## src/rtl/adc_lcd_fmt_pkg.sv

```systemverilog
// Shared constants, FSM encoding and the power-on text frame for the ADC-to-LCD formatter.
package lcd_fmt_pkg;

  localparam logic [7:0] CH_0     = 8'h30;
  localparam logic [7:0] CH_COLON = 8'h3A;
  localparam logic [7:0] CH_DOT   = 8'h2E;
  localparam logic [7:0] CH_SPACE = 8'h20;

  localparam int OFS_CH  = 0;
  localparam int OFS_VAL = 2;
  localparam int FIELD_W = 8;
  localparam int NCH     = 8;

  typedef enum logic [1:0] {
    ST_IDLE,
    ST_MULT,
    ST_SHIFT,
    ST_WRITE
  } fmt_state_t;

  // Byte k of the frame sits at bits [8k+7:8k]; each field reads "c:0.000 ".
  function automatic logic [511:0] frame_template();
    logic [511:0] f;
    f = '0;
    for (int c = 0; c < NCH; c++) begin
      f[(c*FIELD_W + OFS_CH)*8 +: 8]      = CH_0 + 8'(c);
      f[(c*FIELD_W + OFS_CH + 1)*8 +: 8]  = CH_COLON;
      f[(c*FIELD_W + OFS_VAL)*8 +: 8]     = CH_0;
      f[(c*FIELD_W + OFS_VAL + 1)*8 +: 8] = CH_DOT;
      f[(c*FIELD_W + OFS_VAL + 2)*8 +: 8] = CH_0;
      f[(c*FIELD_W + OFS_VAL + 3)*8 +: 8] = CH_0;
      f[(c*FIELD_W + OFS_VAL + 4)*8 +: 8] = CH_0;
      f[(c*FIELD_W + 7)*8 +: 8]           = CH_SPACE;
    end
    return f;
  endfunction

endpackage

```

## src/rtl/adc_lcd_fmt_bin2bcd.sv

```systemverilog
// Sequential double-dabble: one shift per cycle, 16 cycles from start to a valid 4-digit BCD result.
module bin2bcd_seq (
  input  logic        CLK,
  input  logic        RST_N,
  input  logic        start,
  input  logic [15:0] bin,
  output logic        done,
  output logic [15:0] bcd
);

  logic [15:0] r_bin;
  logic [15:0] r_bcd;
  logic [3:0]  r_cnt;
  logic        r_busy;
  logic [15:0] w_adj;

  for (genvar gi = 0; gi < 4; gi++) begin : g_nib
    assign w_adj[gi*4 +: 4] = (r_bcd[gi*4 +: 4] >= 4'd5) ? r_bcd[gi*4 +: 4] + 4'd3
                                                          : r_bcd[gi*4 +: 4];
  end

  // High during the cycle whose closing edge performs the final shift.
  assign done = r_busy && (r_cnt == 4'd15);
  assign bcd  = r_bcd;

  always_ff @(posedge CLK or negedge RST_N) begin
    if (!RST_N) begin
      r_bin  <= '0;
      r_bcd  <= '0;
      r_cnt  <= '0;
      r_busy <= 1'b0;
    end else if (start) begin
      r_bin  <= bin;
      r_bcd  <= '0;
      r_cnt  <= '0;
      r_busy <= 1'b1;
    end else if (r_busy) begin
      r_bcd <= 16'({w_adj, r_bin[15]});
      r_bin <= r_bin << 1;
      r_cnt <= r_cnt + 4'd1;
      if (r_cnt == 4'd15) r_busy <= 1'b0;
    end
  end

endmodule

```

## src/rtl/adc_lcd_fmt.sv

```systemverilog
// Accepts one ADC sample per handshake, scales it to millivolts and rewrites that
// channel's "c:d.ddd " field in the 64-byte LCD text frame.
module adc_lcd_fmt
  import lcd_fmt_pkg::*;
#(
  parameter int VREF_MV = 5000
) (
  input  logic         CLK,
  input  logic         RST_N,
  input  logic         s_valid,
  output logic         s_ready,
  input  logic [3:0]   s_ch,
  input  logic [9:0]   s_code,
  output logic [511:0] disp_chars,
  output logic         upd_pulse
);

  fmt_state_t  r_state;
  fmt_state_t  w_state_next;
  logic        r_ready;
  logic        r_upd;
  logic [511:0] r_disp;
  logic [2:0]  r_ch;
  logic [9:0]  r_code;

  logic        w_accept;
  logic        w_start;
  logic        w_ready_next;
  logic        w_done;
  logic [13:0] w_mv_raw;
  logic [15:0] w_mv;
  logic [15:0] w_bcd;
  logic [63:0] w_field;

  // Full-width product: 1023 x 9999 does not fit in 23 bits.
  assign w_mv_raw = 14'((24'(r_code) * 24'(VREF_MV)) >> 10);
  assign w_mv     = (w_mv_raw > 14'd9999) ? 16'd9999 : {2'b00, w_mv_raw};

  always_comb begin
    w_state_next = r_state;
    w_accept     = 1'b0;
    w_start      = 1'b0;
    unique case (r_state)
      ST_IDLE: begin
        if (s_valid && r_ready) begin
          w_accept     = 1'b1;
          w_state_next = s_ch[3] ? ST_IDLE : ST_MULT;
        end
      end
      ST_MULT: begin
        w_start      = 1'b1;
        w_state_next = ST_SHIFT;
      end
      ST_SHIFT: begin
        if (w_done) w_state_next = ST_WRITE;
      end
      ST_WRITE: w_state_next = ST_IDLE;
      default:  w_state_next = ST_IDLE;
    endcase
    // A discarded sample still costs one dead cycle before the next accept.
    w_ready_next = (w_state_next == ST_IDLE) && !w_accept;
  end

  always_ff @(posedge CLK or negedge RST_N) begin
    if (!RST_N) begin
      r_state <= ST_IDLE;
      r_ready <= 1'b1;
      r_upd   <= 1'b0;
      r_ch    <= '0;
      r_code  <= '0;
    end else begin
      r_state <= w_state_next;
      r_ready <= w_ready_next;
      r_upd   <= (r_state == ST_WRITE);
      if (w_accept) begin
        r_ch   <= s_ch[2:0];
        r_code <= s_code;
      end
    end
  end

  bin2bcd_seq u_bcd (
    .CLK   (CLK),
    .RST_N (RST_N),
    .start (w_start),
    .bin   (w_mv),
    .done  (w_done),
    .bcd   (w_bcd)
  );

  assign w_field = {CH_SPACE,
                    CH_0 + {4'h0, w_bcd[3:0]},
                    CH_0 + {4'h0, w_bcd[7:4]},
                    CH_0 + {4'h0, w_bcd[11:8]},
                    CH_DOT,
                    CH_0 + {4'h0, w_bcd[15:12]},
                    CH_COLON,
                    CH_0 + {5'h00, r_ch}};

  always_ff @(posedge CLK or negedge RST_N) begin
    if (!RST_N) begin
      r_disp <= frame_template();
    end else if (r_state == ST_WRITE) begin
      r_disp[{r_ch, 6'd0} +: 64] <= w_field;
    end
  end

  assign s_ready    = r_ready;
  assign upd_pulse  = r_upd;
  assign disp_chars = r_disp;

endmodule
```

## config.mk

```make
export PLATFORM = sky130hd
export DESIGN_NAME = adc_lcd_fmt
export DESIGN_NICKNAME = d
export VERILOG_FILES = /design/src/rtl/adc_lcd_fmt_pkg.sv /design/src/rtl/adc_lcd_fmt_bin2bcd.sv /design/src/rtl/adc_lcd_fmt.sv
export SDC_FILE = /design/constraint.sdc
export NUM_CORES = 1
export LEC_CHECK = 0
export BUFFER_PORTS_ARGS = -buffer_cell sky130_fd_sc_hd__clkbuf_2
export CAP_MARGIN = 0
export CORE_AREA = 2 2 205 207
export CTS_BUF_LIST = sky130_fd_sc_hd__clkbuf_4
export CTS_CLUSTER_DIAMETER = 150
export CTS_CLUSTER_SIZE = 25
export DETAILED_ROUTE_END_ITERATION = 12
export DIE_AREA = 0 0 207 209
export PLACE_DENSITY_LB_ADDON = 0.2
export REMOVE_ABC_BUFFERS = 1
export SLEW_MARGIN = 40
export SYNTH_ARGS = -nofsm -noshare
export SYNTH_HDL_FRONTEND = slang
export SYNTH_SLANG_ARGS = --single-unit
```

## constraint.sdc

```tcl
create_clock -name CLK -period 5.25 [get_ports CLK]
set_input_delay 1.575 -clock CLK [delete_from_list [all_inputs] [get_ports CLK]]
set_output_delay 1.575 -clock CLK [all_outputs]
set_load 0.03 [all_outputs]
```

==> impl_summary.log, run 1 <==
INFO  metric status = complete, no violations
INFO  metric crit_path_slowest_cell = sky130_fd_sc_hd__fa_1
INFO  metric worst_path_largest_cell_delay = 0.55 ns
INFO  metric crit_family = adder cells
INFO  metric sequential_cell_area_fraction_in_the_yosys_report = 41.3%
INFO  metric routability_congestion_estimate_from_global_placement = 0.786
INFO  metric dr.pass1.iters = 6
INFO  metric route.detailed.vias_per_inst = 4.09
INFO  metric grt_overflow_total = 0
INFO  metric die-height = 209 um
INFO  metric layoutNonFillerInstCount = 1967
INFO  metric first_global_vias = 7368
INFO  metric post_route_cells_drive_above_1_share = 33.0%
INFO  metric worstPathRequired = 5.79 ns
INFO  metric grt_pass1_wl = 43900 um
INFO  metric synth.avg_cell_area = 10.0 um^2
INFO  metric placedInstanceArea = 13100 um^2
INFO  metric holdCritPathClass = flip-flop to flip-flop
INFO  metric dr.first_iter.drc_count = 370
INFO  metric path_buf_inv = 2
INFO  metric total_core_area = 41300 um^2
INFO  metric biggest_fanout_along_the_worst_timing_path = 6
INFO  metric total_setup_violations_reported_at_the_end_of_the_flow = 0
INFO  metric cts-hold-fix-buffers = 0
INFO  metric rsz0062_at_grt = no
INFO  metric final_net_count = 1520
INFO  metric timing_max_transition_violations_final = 0
INFO  metric timing.final.hold_violations = 0
INFO  metric ys_dominant_reg_cell = sky130_fd_sc_hd__dfrtp_1
INFO  metric post_synth_instance_area = 12800 um^2
INFO  metric worst_setup_hold_path_clk_slew = 0.25 ns
INFO  metric dieWidth = 207 um
INFO  metric setup.worst_path.end_class = flip-flop
INFO  metric top_level_ports = 531
INFO  metric crit_path_cell_trace = inv_1 -> fa_1 -> inv_1 -> ha_1 -> fa_1 -> ha_1 -> ha_1 -> ha_1 -> a21oi_1 -> nor2_1 -> a211o_1 -> a2111oi_2 -> nor3_1
INFO  metric initial_core_util = 31.0%
INFO  metric buffer_ports.inserted = 322
INFO  metric htreeDepth = 1
INFO  metric ys_async_sr_fraction = 100%
INFO  metric numCtsBuffers = 12
INFO  metric worst-slew-pin-transition = 0.785 ns
INFO  metric cp_common_cell = sky130_fd_sc_hd__ha_1
INFO  metric setup_buffers_after_cts = 0
INFO  metric cts_buffer_depth = 3
INFO  metric design_area_final = 13300 um^2
INFO  metric synth_cell_types = 53
INFO  metric drc = 0
INFO  metric worst_slew_margin_rel = 47.5%
INFO  metric cts_repair_resize_count = 0
INFO  metric final_min_period_over_clock_period = 81.3%
INFO  metric fin_tns_setup = 0 ns
INFO  metric clk_latency = 0.66 ns
INFO  metric design.die.area = 43300 um^2
INFO  metric worst-setup-path-type = flip-flop to flip-flop
INFO  metric track_usage = 12.6%
INFO  metric fmax = 234 MHz
INFO  metric area_delta_synth_final = 4.10%
INFO  metric fin_worst_skew = 0.0436 ns
INFO  metric yosys_register_bits = 210
INFO  metric timing.final.crit_period = 4.27 ns
INFO  metric finalWirelength = 28700 um
INFO  metric synth_cells = 1273
INFO  metric fin_util = 32.2%
INFO  metric synthesis.yosys.warnings = 0
INFO  metric clk_root_buffer_cell = sky130_fd_sc_hd__clkbuf_4
INFO  metric dp_hpwl = 21200 um
INFO  metric row_count = 75
INFO  metric place.detailed.instances = 1946
INFO  metric max_cap_violations = 0
INFO  metric number_of_flops_mapped_to_enable_cells_by_yosys = 0
INFO  metric routed_wire_length_per_instance = 14.6 um
INFO  metric clock_sink_count = 210
INFO  metric cts_tree = yes
INFO  metric grt_antenna_before_repair = 2
INFO  metric timing.critical_path.arrival = 4.80 ns
INFO  metric maximum_number_of_pins_on_one_net_before_global_route_repair = 67
INFO  metric vias = 8047
INFO  metric ant_nets = 0
INFO  metric critical_path.startpoint_type = flip-flop
[Yosys cell counts (all sizes together) (6+ instances only)]
cell type	count	area, um^2
a211oi	9	72.6
a21o	8	60.1
a21oi	28	140
buf	367	2730
clkbuf	40	150
dfrtp	193	4830
dfstp	17	447
fa	16	320
ha	66	826
inv	65	244
mux2	81	912
mux2i	19	190
nand2	136	510
nand2b	12	75.1
nand3	13	65.1
nor2	29	109
nor2b	10	62.6
nor3	8	50.1
nor3b	6	50.1
o21ai	94	470
xnor2	10	87.6
xor2	6	52.6
[path summary, 6_finish.rpt]
path / startpoint / endpoint / slack (ns) / depth (start not counted)
setup reg to reg: r_code[4]$_DFFE_PN0P_ / u_bcd.r_bin[12]$_DFFE_PN0P_ / 0.98 / 13
hold / removal: disp_chars[450]$_DFFE_PN1P_ / disp_chars[450]$_DFFE_PN1P_ / 0.50 / 2
max in group asynchronous: RST_N / disp_chars[445]$_DFFE_PN1P_ / 3.59 / 2
min in group asynchronous: RST_N / u_bcd.r_bin[0]$_DFFE_PN0P_ / 0.77 / 1
setup / recovery: r_code[4]$_DFFE_PN0P_ / u_bcd.r_bin[12]$_DFFE_PN0P_ / 0.98 / 13
hold reg to reg: disp_chars[450]$_DFFE_PN1P_ / disp_chars[450]$_DFFE_PN1P_ / 0.50 / 2
[stage by stage]
step | hold WS (ns) | setup slack [ns]
floorplan | 0.480 | 1.19
global placement | 0.460 | 1.06
global route | 0.523 | 0.711
CTS | 0.503 | 0.957
detailed placement | 0.469 | 1.01
finish | 0.497 | 0.983
[cell usage in the layout, fill, tap and decap left out, drive strengths merged, types with 17 or more instances in the layout]
cell	n
inv	67
o21ai	94
conb	208
dfstp	17
mux2i	19
ha	66
nor2	29
dfrtp	193
clkbuf	339
nand2	136
a21oi	28
mux2	81
[cells by family after synthesis]
family                     count (synthesis)  share of synthesized area, %
AOI/OAI and AO/OA                        161                          7.38
xor gates and xnor gates                  16                          1.10
adders and majority gates                 82                          8.97
buffers and inverters                    472                          24.4
DFF                                      210                          41.3
muxes                                    100                          8.62
other                                      1                        0.0293
and+or+nand+nor                          231                          8.22
[per-layer routing]
metal	vias to the layer above	global-route usage, %	routed length (um)
li1	3875	-	-
met1	3915	17.9	13300
met2	226	20.6	13700
met3	27	1.65	1250
met4	4	2.14	370
met5	-	0	21
[worst reg2reg max path: cells and delay by family (launching register included)]
kind | cells | cell delay (ns)
buffers and inverters | 2 | 0.20
AND/OR/NAND/NOR | 2 | 0.16
flip-flops | 1 | 0.53
AO/OA/AOI/OAI | 3 | 0.98
adder cells (fa/ha/maj) | 6 | 2.31
[state kept, by name, summed over array words and instances, names as in the netlist]
signal / count
u_bcd.r_busy: 1
disp_chars: 156
r_code: 10
s_ready: 1
r_ch: 3
upd_pulse: 1
u_bcd.r_cnt: 4
u_bcd.r_bin: 16
u_bcd.bcd: 16
r_state: 2
[final cells by class]
cell class	count	area, um^2
Fill cell	4351	28000
Sequential cell	210	5280
Multi-Input combinational cell	798	5190
Timing Repair Buffer	334	1760
Tap cell	539	674
Inverter	65	244
Clock buffer	18	135
Clock inverter	2	17.5
Antenna cell	1	2.50
Power of run 1 is left out: the tool's default activity adds up to more than one toggle a clock period on the data nets, which glitch-free logic cannot reach.
==> run 2: changes to the inputs <==
==> constraint.sdc (replaced) <==
create_clock -name CLK -period 4.2 [get_ports CLK]
set_input_delay 1.26 -clock CLK [delete_from_list [all_inputs] [get_ports CLK]]
set_output_delay 1.26 -clock CLK [all_outputs]
set_load 0.03 [all_outputs]
==> run 2 against run 1 <==
Sequential cell count did not move. Worst setup slack got worse by 0.77 ns. Clock-buffer cell count did not move. Non-clock buffer count rose by 13. Worst hold slack barely moved. Sequential share of layout area fell by 0.40 points. Register-to-register slack got worse by 0.77 ns. Cell area rose by 1.0%. Critical endpoint is now u_bcd.r_bin[9]$_DFFE_PN0P_. First-iteration DRC count fell by 19%. Highest routed layer unchanged.
==> impl_summary.log, run 2 (synthesized netlist as in run 1, its figures left out) <==
INFO  metric worst_setup_hold_path_clk_slew = 0.26 ns (about the same)
INFO  metric clk_root_buffer_cell = sky130_fd_sc_hd__clkbuf_4
INFO  metric fmax = 251 MHz (+7.0%)
INFO  metric cts_buffer_depth = 3 (unchanged)
INFO  metric vias = 7979 (-0.85%)
INFO  metric critical_path.startpoint_type = flip-flop
INFO  metric die-height = 209 um (unchanged)
INFO  metric timing_max_transition_violations_final = 0 (unchanged)
INFO  metric cts-hold-fix-buffers = 0 (unchanged)
INFO  metric timing.final.hold_violations = 0 (unchanged)
INFO  metric final_min_period_over_clock_period = 94.9% (+14 points)
INFO  metric hold_path_end = disp_chars[449]$_DFFE_PN1P_
INFO  metric route.detailed.vias_per_inst = 4.03 (-1.5%)
INFO  metric total_setup_violations_reported_at_the_end_of_the_flow = 0 (unchanged)
INFO  metric total_core_area = 41300 um^2 (unchanged)
INFO  metric worstPathRequired = 4.79 ns (-1.00 ns)
INFO  metric final_net_count = 1533 (+0.86%)
INFO  metric row_count = 75 (unchanged)
INFO  metric worst_slew_margin_rel = 49.8% (+2.3 points)
INFO  metric area_delta_synth_final = 5.15%
INFO  metric ant_nets = 0 (unchanged)
INFO  metric dieWidth = 207 um (unchanged)
INFO  metric drc = 0 (unchanged)
INFO  metric numCtsBuffers = 12 (unchanged)
INFO  metric hold_path.startpoint = disp_chars[449]$_DFFE_PN1P_
INFO  metric initial_core_util = 31.0% (unchanged)
INFO  metric reg2reg_from = r_code[5]$_DFFE_PN0P_
INFO  metric timing.final.crit_period = 3.99 ns (-0.280 ns)
INFO  metric htreeDepth = 1 (unchanged)
INFO  metric cts_tree = yes
INFO  metric finalWirelength = 28100 um (-2.1%)
INFO  metric dr.pass1.iters = 4 (-2)
INFO  metric clock_sink_count = 210 (unchanged)
INFO  metric buffer_ports.inserted = 322 (unchanged)
INFO  metric max_cap_violations = 0 (unchanged)
INFO  metric fin_tns_setup = 0 ns (unchanged)
INFO  metric grt_antenna_before_repair = 2 (unchanged)
INFO  metric timing.critical_path.arrival = 4.57 ns (-0.23 ns)
INFO  metric r2r_setup_slack = 0.21 ns (-0.77 ns)
INFO  metric post_route_cells_drive_above_1_share = 34.2% (+1.2 points)
INFO  metric rsz0062_at_grt = no
INFO  metric worst_hold_slack_across_all_endpoints = 0.497 ns (+0.0000780 ns)
INFO  metric dr.first_iter.drc_count = 300 (-19%)
INFO  metric layout.cells.most_common = sky130_fd_sc_hd__clkbuf_2
INFO  metric holdCritPathClass = flip-flop to flip-flop
INFO  metric maximum_number_of_pins_on_one_net_before_global_route_repair = 88 (+31%)
INFO  metric clk_latency = 0.67 ns (about the same)
INFO  metric most-common-layout-cells = sky130_fd_sc_hd__clkbuf_2 (321), sky130_fd_sc_hd__conb_1 (208), sky130_fd_sc_hd__dfrtp_1 (192)
INFO  metric timing.rr.end = u_bcd.r_bin[9]$_DFFE_PN0P_
INFO  metric routability_congestion_estimate_from_global_placement = 0.791 (+0.59%)
INFO  metric reg2regPathDepth = 15 (+2)
INFO  metric setup.worst_path.end_class = flip-flop
INFO  metric worst-setup-path-type = flip-flop to flip-flop
INFO  metric first_global_vias = 7369 (+0.014%)
INFO  metric design.die.area = 43300 um^2 (unchanged)
INFO  metric track_usage = 12.3% (-0.24 points)
INFO  metric grt_pass1_wl = 43300 um (-1.4%)
INFO  metric routed_wire_length_per_instance = 14.2 um (-2.7%)
INFO  metric grt_overflow_total = 0 (unchanged)
INFO  metric dp_hpwl = 21000 um (-1.3%)
INFO  metric status = complete, no violations
INFO  metric timing.hold.worst_path_depth = 2 (unchanged)
INFO  metric fin_worst_skew = 0.0422 ns (-0.00141 ns)
INFO  metric worst-slew-pin-transition = 0.753 ns (-0.0314 ns)
INFO  metric top_level_ports = 531 (unchanged)
INFO  metric largest_register_ffs = 156 (unchanged)
INFO  metric biggest_fanout_along_the_worst_timing_path = 6 (unchanged)
run 2: cell types whose count changed in the layout (fill, tap and decap cells not counted), moves of 3 or more:
cell,previous run,this run
sky130_fd_sc_hd__buf_4,9,22
sky130_fd_sc_hd__ha_1,65,60
sky130_fd_sc_hd__ha_2,1,5
sky130_fd_sc_hd__a21oi_1,28,25
sky130_fd_sc_hd__a21oi_2,0,3
run 2: worst max-delay path by stage:
stage | depth (start not counted) | end | slack [ns] | from
after CTS | 15 | u_bcd.r_bin[12]$_DFFE_PN0P_ | 0.14 | r_code[7]$_DFFE_PN0P_
final | 15 | u_bcd.r_bin[9]$_DFFE_PN0P_ | 0.21 | r_code[5]$_DFFE_PN0P_
after detailed placement | 15 | u_bcd.r_bin[12]$_DFFE_PN0P_ | 0.16 | r_code[7]$_DFFE_PN0P_
after global routing | 15 | u_bcd.r_bin[12]$_DFFE_PN0P_ | 0.009 | r_code[7]$_DFFE_PN0P_
after global placement | 15 | u_bcd.r_bin[12]$_DFFE_PN0P_ | 0.14 | r_code[6]$_DFFE_PN0P_
after floorplan | 15 | u_bcd.r_bin[12]$_DFFE_PN0P_ | 0.25 | r_code[6]$_DFFE_PN0P_
run 2: routing by layer:
| metal | part of all wire, % | track usage (%) | vias up |
|---|---|---|---|
| met1 | 48 | 17.6 | 3831 |
| met5 | 0.096 | 0 | - |
| li1 | - | - | 3904 |
| met2 | 47 | 20.1 | 214 |
| met4 | 1.0 | 2.09 | 4 |
| met3 | 4.3 | 1.73 | 26 |
run 2: critical path, cell delays in order, from the launching register on:
cell,delay [ns]
sky130_fd_sc_hd__dfrtp_1,0.39
sky130_fd_sc_hd__inv_1,0.10
sky130_fd_sc_hd__fa_1,0.54
sky130_fd_sc_hd__inv_1,0.04
sky130_fd_sc_hd__ha_1,0.26
sky130_fd_sc_hd__inv_1,0.05
sky130_fd_sc_hd__fa_1,0.52
sky130_fd_sc_hd__inv_1,0.04
sky130_fd_sc_hd__ha_1,0.28
sky130_fd_sc_hd__ha_1,0.30
sky130_fd_sc_hd__ha_2,0.38
sky130_fd_sc_hd__nand3_1,0.14
sky130_fd_sc_hd__a2111oi_4,0.28
sky130_fd_sc_hd__o21ai_1,0.17
sky130_fd_sc_hd__o2111a_1,0.27
sky130_fd_sc_hd__nor3_1,0.18
run 2: stage by stage:
step	setup WS (ns)	std cells	area, um^2	utilization, %
after floorplan	0.252	1073	10700	-
after global routing	0.00945	1980	13400	32.6
after global placement	0.144	1958	13200	32.0
final	0.213	1980	13400	32.6
after detailed placement	0.155	1958	13200	32.0
after CTS	0.142	1978	13400	32.4
run 2: final cells by class:
class,instances,area [um^2]
Antenna cell,1,2.50
Clock buffer,18,135
Clock inverter,2,17.5
Fill cell,4340,27800
Inverter,65,244
Multi-Input combinational cell,798,5230
Sequential cell,210,5280
Tap cell,539,674
Timing Repair Buffer,347,1850
run 2: what timing repair did:
action	4_1_cts	5_1_grt
gates resized for setup	0	9
setup buffers	0	0
endpoints found under the setup margin	0	4
Power of run 2 is left out for the same reason.
==> run 3: changes to the inputs <==
--- a/config.mk
+++ b/config.mk
@@ -7,12 +7,14 @@
 export LEC_CHECK = 0
 export BUFFER_PORTS_ARGS = -buffer_cell sky130_fd_sc_hd__clkbuf_2
 export CAP_MARGIN = 0
-export CORE_AREA = 2 2 205 207
+export CELL_PAD_IN_SITES_DETAIL_PLACEMENT = 1
+export CELL_PAD_IN_SITES_GLOBAL_PLACEMENT = 2
+export CORE_MARGIN = 1
+export CORE_UTILIZATION = 29
 export CTS_BUF_LIST = sky130_fd_sc_hd__clkbuf_4
 export CTS_CLUSTER_DIAMETER = 150
 export CTS_CLUSTER_SIZE = 25
 export DETAILED_ROUTE_END_ITERATION = 12
-export DIE_AREA = 0 0 207 209
 export PLACE_DENSITY_LB_ADDON = 0.2
 export REMOVE_ABC_BUFFERS = 1
 export SLEW_MARGIN = 40
==> run 3 against run 2 <==
Clock skew is 0.0076 ns higher. Register-to-register slack worse by 0.06 ns. Non-clock buffer count is 7 higher. Cell area is 1.2% higher. Via count is 3.0% higher. Critical path type unchanged. Largest cell class is now multi-input gates.
==> impl_summary.log, run 3 (synthesized netlist as in run 1, its figures left out) <==
INFO  metric status = complete, no violations
INFO  metric layout.cells.most_common = sky130_fd_sc_hd__clkbuf_2
INFO  metric clock_sink_count = 210 (unchanged)
INFO  metric first_global_vias = 7952 (+7.9%)
INFO  metric design.die.area = 44900 um^2 (+3.8%)
INFO  metric fin_tns_setup = 0 ns (unchanged)
INFO  metric ant_nets = 0 (unchanged)
INFO  metric layout.filler_cells = 5029 (+16%)
INFO  metric fin_worst_skew = 0.0498 ns (+0.00764 ns)
INFO  metric timing.final.hold_violations = 0 (unchanged)
INFO  metric maximum_number_of_pins_on_one_net_before_global_route_repair = 90 (+2.3%)
INFO  metric reg2reg_from = r_code[6]$_DFFE_PN0P_
INFO  metric path_buf_inv = 4 (unchanged)
INFO  metric routed_wire_length_per_instance = 15.7 um (+11%)
INFO  metric largest_register_ffs = 156 (unchanged)
INFO  metric multi_input_comb_area = 5290 um^2 (+1.1%)
INFO  metric grt_overflow_total = 0 (unchanged)
INFO  metric area_delta_synth_final = 6.36%
INFO  metric place_ws = 0.0855 ns (-0.0695 ns)
INFO  metric final_min_period_over_clock_period = 96.3% (+1.4 points)
INFO  metric biggest_fanout_along_the_worst_timing_path = 5 (-1)
INFO  metric htreeDepth = 1 (unchanged)
INFO  metric finalWirelength = 32000 um (+14%)
INFO  metric total_setup_violations_reported_at_the_end_of_the_flow = 0 (unchanged)
INFO  metric hold_path_end = disp_chars[449]$_DFFE_PN1P_
INFO  metric dp_hpwl = 24100 um (+15%)
INFO  metric setup.worst_path.end_class = flip-flop
INFO  metric crit_path_slowest_cell = sky130_fd_sc_hd__fa_1
INFO  metric timing.final.ws_setup = 0.154 ns (-0.0592 ns)
INFO  metric final_net_count = 1540 (+0.46%)
INFO  metric grt_pass1_wl = 47500 um (+9.8%)
INFO  metric clk_latency = 0.69 ns (+0.02 ns)
INFO  metric timing.critical_path.arrival = 4.61 ns (+0.04 ns)
INFO  metric routability_congestion_estimate_from_global_placement = 0.767 (-3.0%)
INFO  metric clk_root_buffer_cell = sky130_fd_sc_hd__clkbuf_4
INFO  metric worstPathRequired = 4.76 ns (-0.03 ns)
INFO  metric vias = 8220 (+3.0%)
INFO  metric holdCritPathClass = flip-flop to flip-flop
INFO  metric worst_path_largest_cell_delay = 0.54 ns (about the same)
INFO  metric crit_path_cell_trace = inv_1 -> fa_1 -> inv_1 -> ha_1 -> inv_1 -> fa_1 -> inv_1 -> ha_1 -> ha_1 -> ha_2 -> a21oi_2 -> o21ai_2 -> a211o_1 -> a2111oi_2 -> nor3_1
INFO  metric route.detailed.vias_per_inst = 4.04 (+0.33%)
INFO  metric hold_path.startpoint = disp_chars[449]$_DFFE_PN1P_
INFO  metric worst-setup-path-type = flip-flop to flip-flop
INFO  metric reg2regPathDepth = 15 (unchanged)
INFO  metric top_level_ports = 531 (unchanged)
INFO  metric dr.pass1.iters = 4 (unchanged)
INFO  metric regArea = 5280 um^2 (about the same)
INFO  metric cts_buffer_depth = 3 (unchanged)
INFO  metric worst_setup_hold_path_clk_slew = 0.26 ns (about the same)
INFO  metric row_count = 76 (+1.3%)
INFO  metric worst_slew_margin_rel = 50.4% (+0.57 points)
INFO  metric r2r_setup_slack = 0.15 ns (-0.06 ns)
INFO  metric fmax = 247 MHz (-1.5%)
INFO  metric die-height = 212 um (+1.4%)
INFO  metric timing.rr.end = u_bcd.r_bin[12]$_DFFE_PN0P_
INFO  metric timing.final.crit_period = 4.05 ns (+0.0592 ns)
INFO  metric critical_path.startpoint_type = flip-flop
INFO  metric worst-slew-pin-transition = 0.745 ns (-0.00851 ns)
INFO  metric timing.hold.worst_path_depth = 2 (unchanged)
INFO  metric initial_core_util = 29.5% (-1.4 points)
INFO  metric drc = 0 (unchanged)
INFO  metric max_cap_violations = 0 (unchanged)
INFO  metric grt_antenna_before_repair = 2 (unchanged)
INFO  metric timing_max_transition_violations_final = 0 (unchanged)
INFO  metric total_core_area = 43300 um^2 (+4.8%)
INFO  metric cp_common_cell = sky130_fd_sc_hd__inv_1
INFO  metric numCtsBuffers = 12 (unchanged)
INFO  metric post_route_cells_drive_above_1_share = 34.9% (+0.73 points)
INFO  metric buffer_ports.inserted = 322 (unchanged)
INFO  metric cts_tree = yes
INFO  metric most-common-layout-cells = sky130_fd_sc_hd__clkbuf_2 (321), sky130_fd_sc_hd__conb_1 (208), sky130_fd_sc_hd__dfrtp_1 (192)
INFO  metric dr.first_iter.drc_count = 289 (-3.7%)
INFO  metric track_usage = 13.4% (+1.1 points)
INFO  metric fin_util = 31.4% (-1.1 points)
INFO  metric dieWidth = 212 um (+2.4%)
INFO  metric cts-hold-fix-buffers = 0 (unchanged)
INFO  metric crit_family = adder cells
==> run 3: changes by cell type in the layout (fill, tap and decap cells not counted), moves of 2 or more <==
cell,before,now
sky130_fd_sc_hd__buf_4,22,30
sky130_fd_sc_hd__ha_2,5,3
sky130_fd_sc_hd__ha_4,1,4
sky130_fd_sc_hd__inv_6,2,0
sky130_fd_sc_hd__nor2_2,3,1
sky130_fd_sc_hd__o21ai_1,2,0
sky130_fd_sc_hd__o21ai_2,0,2
==> run 3: what timing repair did <==
| action | CTS | global route |
|---|---|---|
| resized for setup | 0 | 17 |
| buffers inserted | 0 | 2 |
| endpoints found under the setup margin | 0 | 5 |
==> run 3: per-stage QoR <==
| step | instance area, um^2 | std cells | hold WS (ns) |
|---|---|---|---|
| 4_1_cts | 13500 | 2030 | 0.506 |
| 3_3_place_gp | 13300 | 2009 | 0.460 |
| 6_report | 13600 | 2033 | 0.498 |
| 5_1_grt | 13600 | 2033 | 0.520 |
| 3_5_place_dp | 13300 | 2010 | 0.472 |
| 2_1_floorplan | 10700 | 1073 | 0.480 |
==> run 3: worst register-to-register path, cell delays in order, from the launching register on <==
cell                        delay, ns
sky130_fd_sc_hd__dfrtp_1         0.39
sky130_fd_sc_hd__inv_1           0.11
sky130_fd_sc_hd__fa_1            0.54
sky130_fd_sc_hd__inv_1           0.04
sky130_fd_sc_hd__ha_1            0.26
sky130_fd_sc_hd__inv_1           0.05
sky130_fd_sc_hd__fa_1            0.53
sky130_fd_sc_hd__inv_1           0.04
sky130_fd_sc_hd__ha_1            0.29
sky130_fd_sc_hd__ha_1            0.31
sky130_fd_sc_hd__ha_2            0.33
sky130_fd_sc_hd__a21oi_2         0.22
sky130_fd_sc_hd__o21ai_2         0.11
sky130_fd_sc_hd__a211o_1         0.28
sky130_fd_sc_hd__a2111oi_2       0.37
sky130_fd_sc_hd__nor3_1          0.08
==> run 3: how the worst max path moves through the flow <==
stage                                     start                     endpoint  slack (ns)  depth (start not counted)
after floorplan           r_code[6]$_DFFE_PN0P_  u_bcd.r_bin[12]$_DFFE_PN0P_        0.25                         15
after global placement    r_code[6]$_DFFE_PN0P_  u_bcd.r_bin[12]$_DFFE_PN0P_        0.13                         15
after detailed placement  r_code[6]$_DFFE_PN0P_  u_bcd.r_bin[12]$_DFFE_PN0P_        0.09                         15
after CTS                 r_code[6]$_DFFE_PN0P_  u_bcd.r_bin[12]$_DFFE_PN0P_        0.05                         15
after global routing      r_code[6]$_DFFE_PN0P_  u_bcd.r_bin[12]$_DFFE_PN0P_       -0.02                         15
final                     r_code[6]$_DFFE_PN0P_  u_bcd.r_bin[12]$_DFFE_PN0P_        0.15                         15
==> run 3: area by class of cell <==
class	count	area share, %
diodes	1	0.0184
clock buffers	18	0.994
clock inverters	2	0.156
inverters	65	1.79
multi-input cells	798	38.9
flip-flops and latches	210	38.8
well taps	585	5.38
repair buffers	354	13.9
==> run 3: layer usage <==
metal / up-vias / wire length (um) / GRT usage (%)
met5: - / 56 / 0
li1: 3912 / - / -
met3: 26 / 1560 / 2.09
met2: 210 / 15800 / 23.2
met4: 8 / 271 / 1.75
met1: 4064 / 14300 / 18.0
Power of run 3 is left out for the same reason.
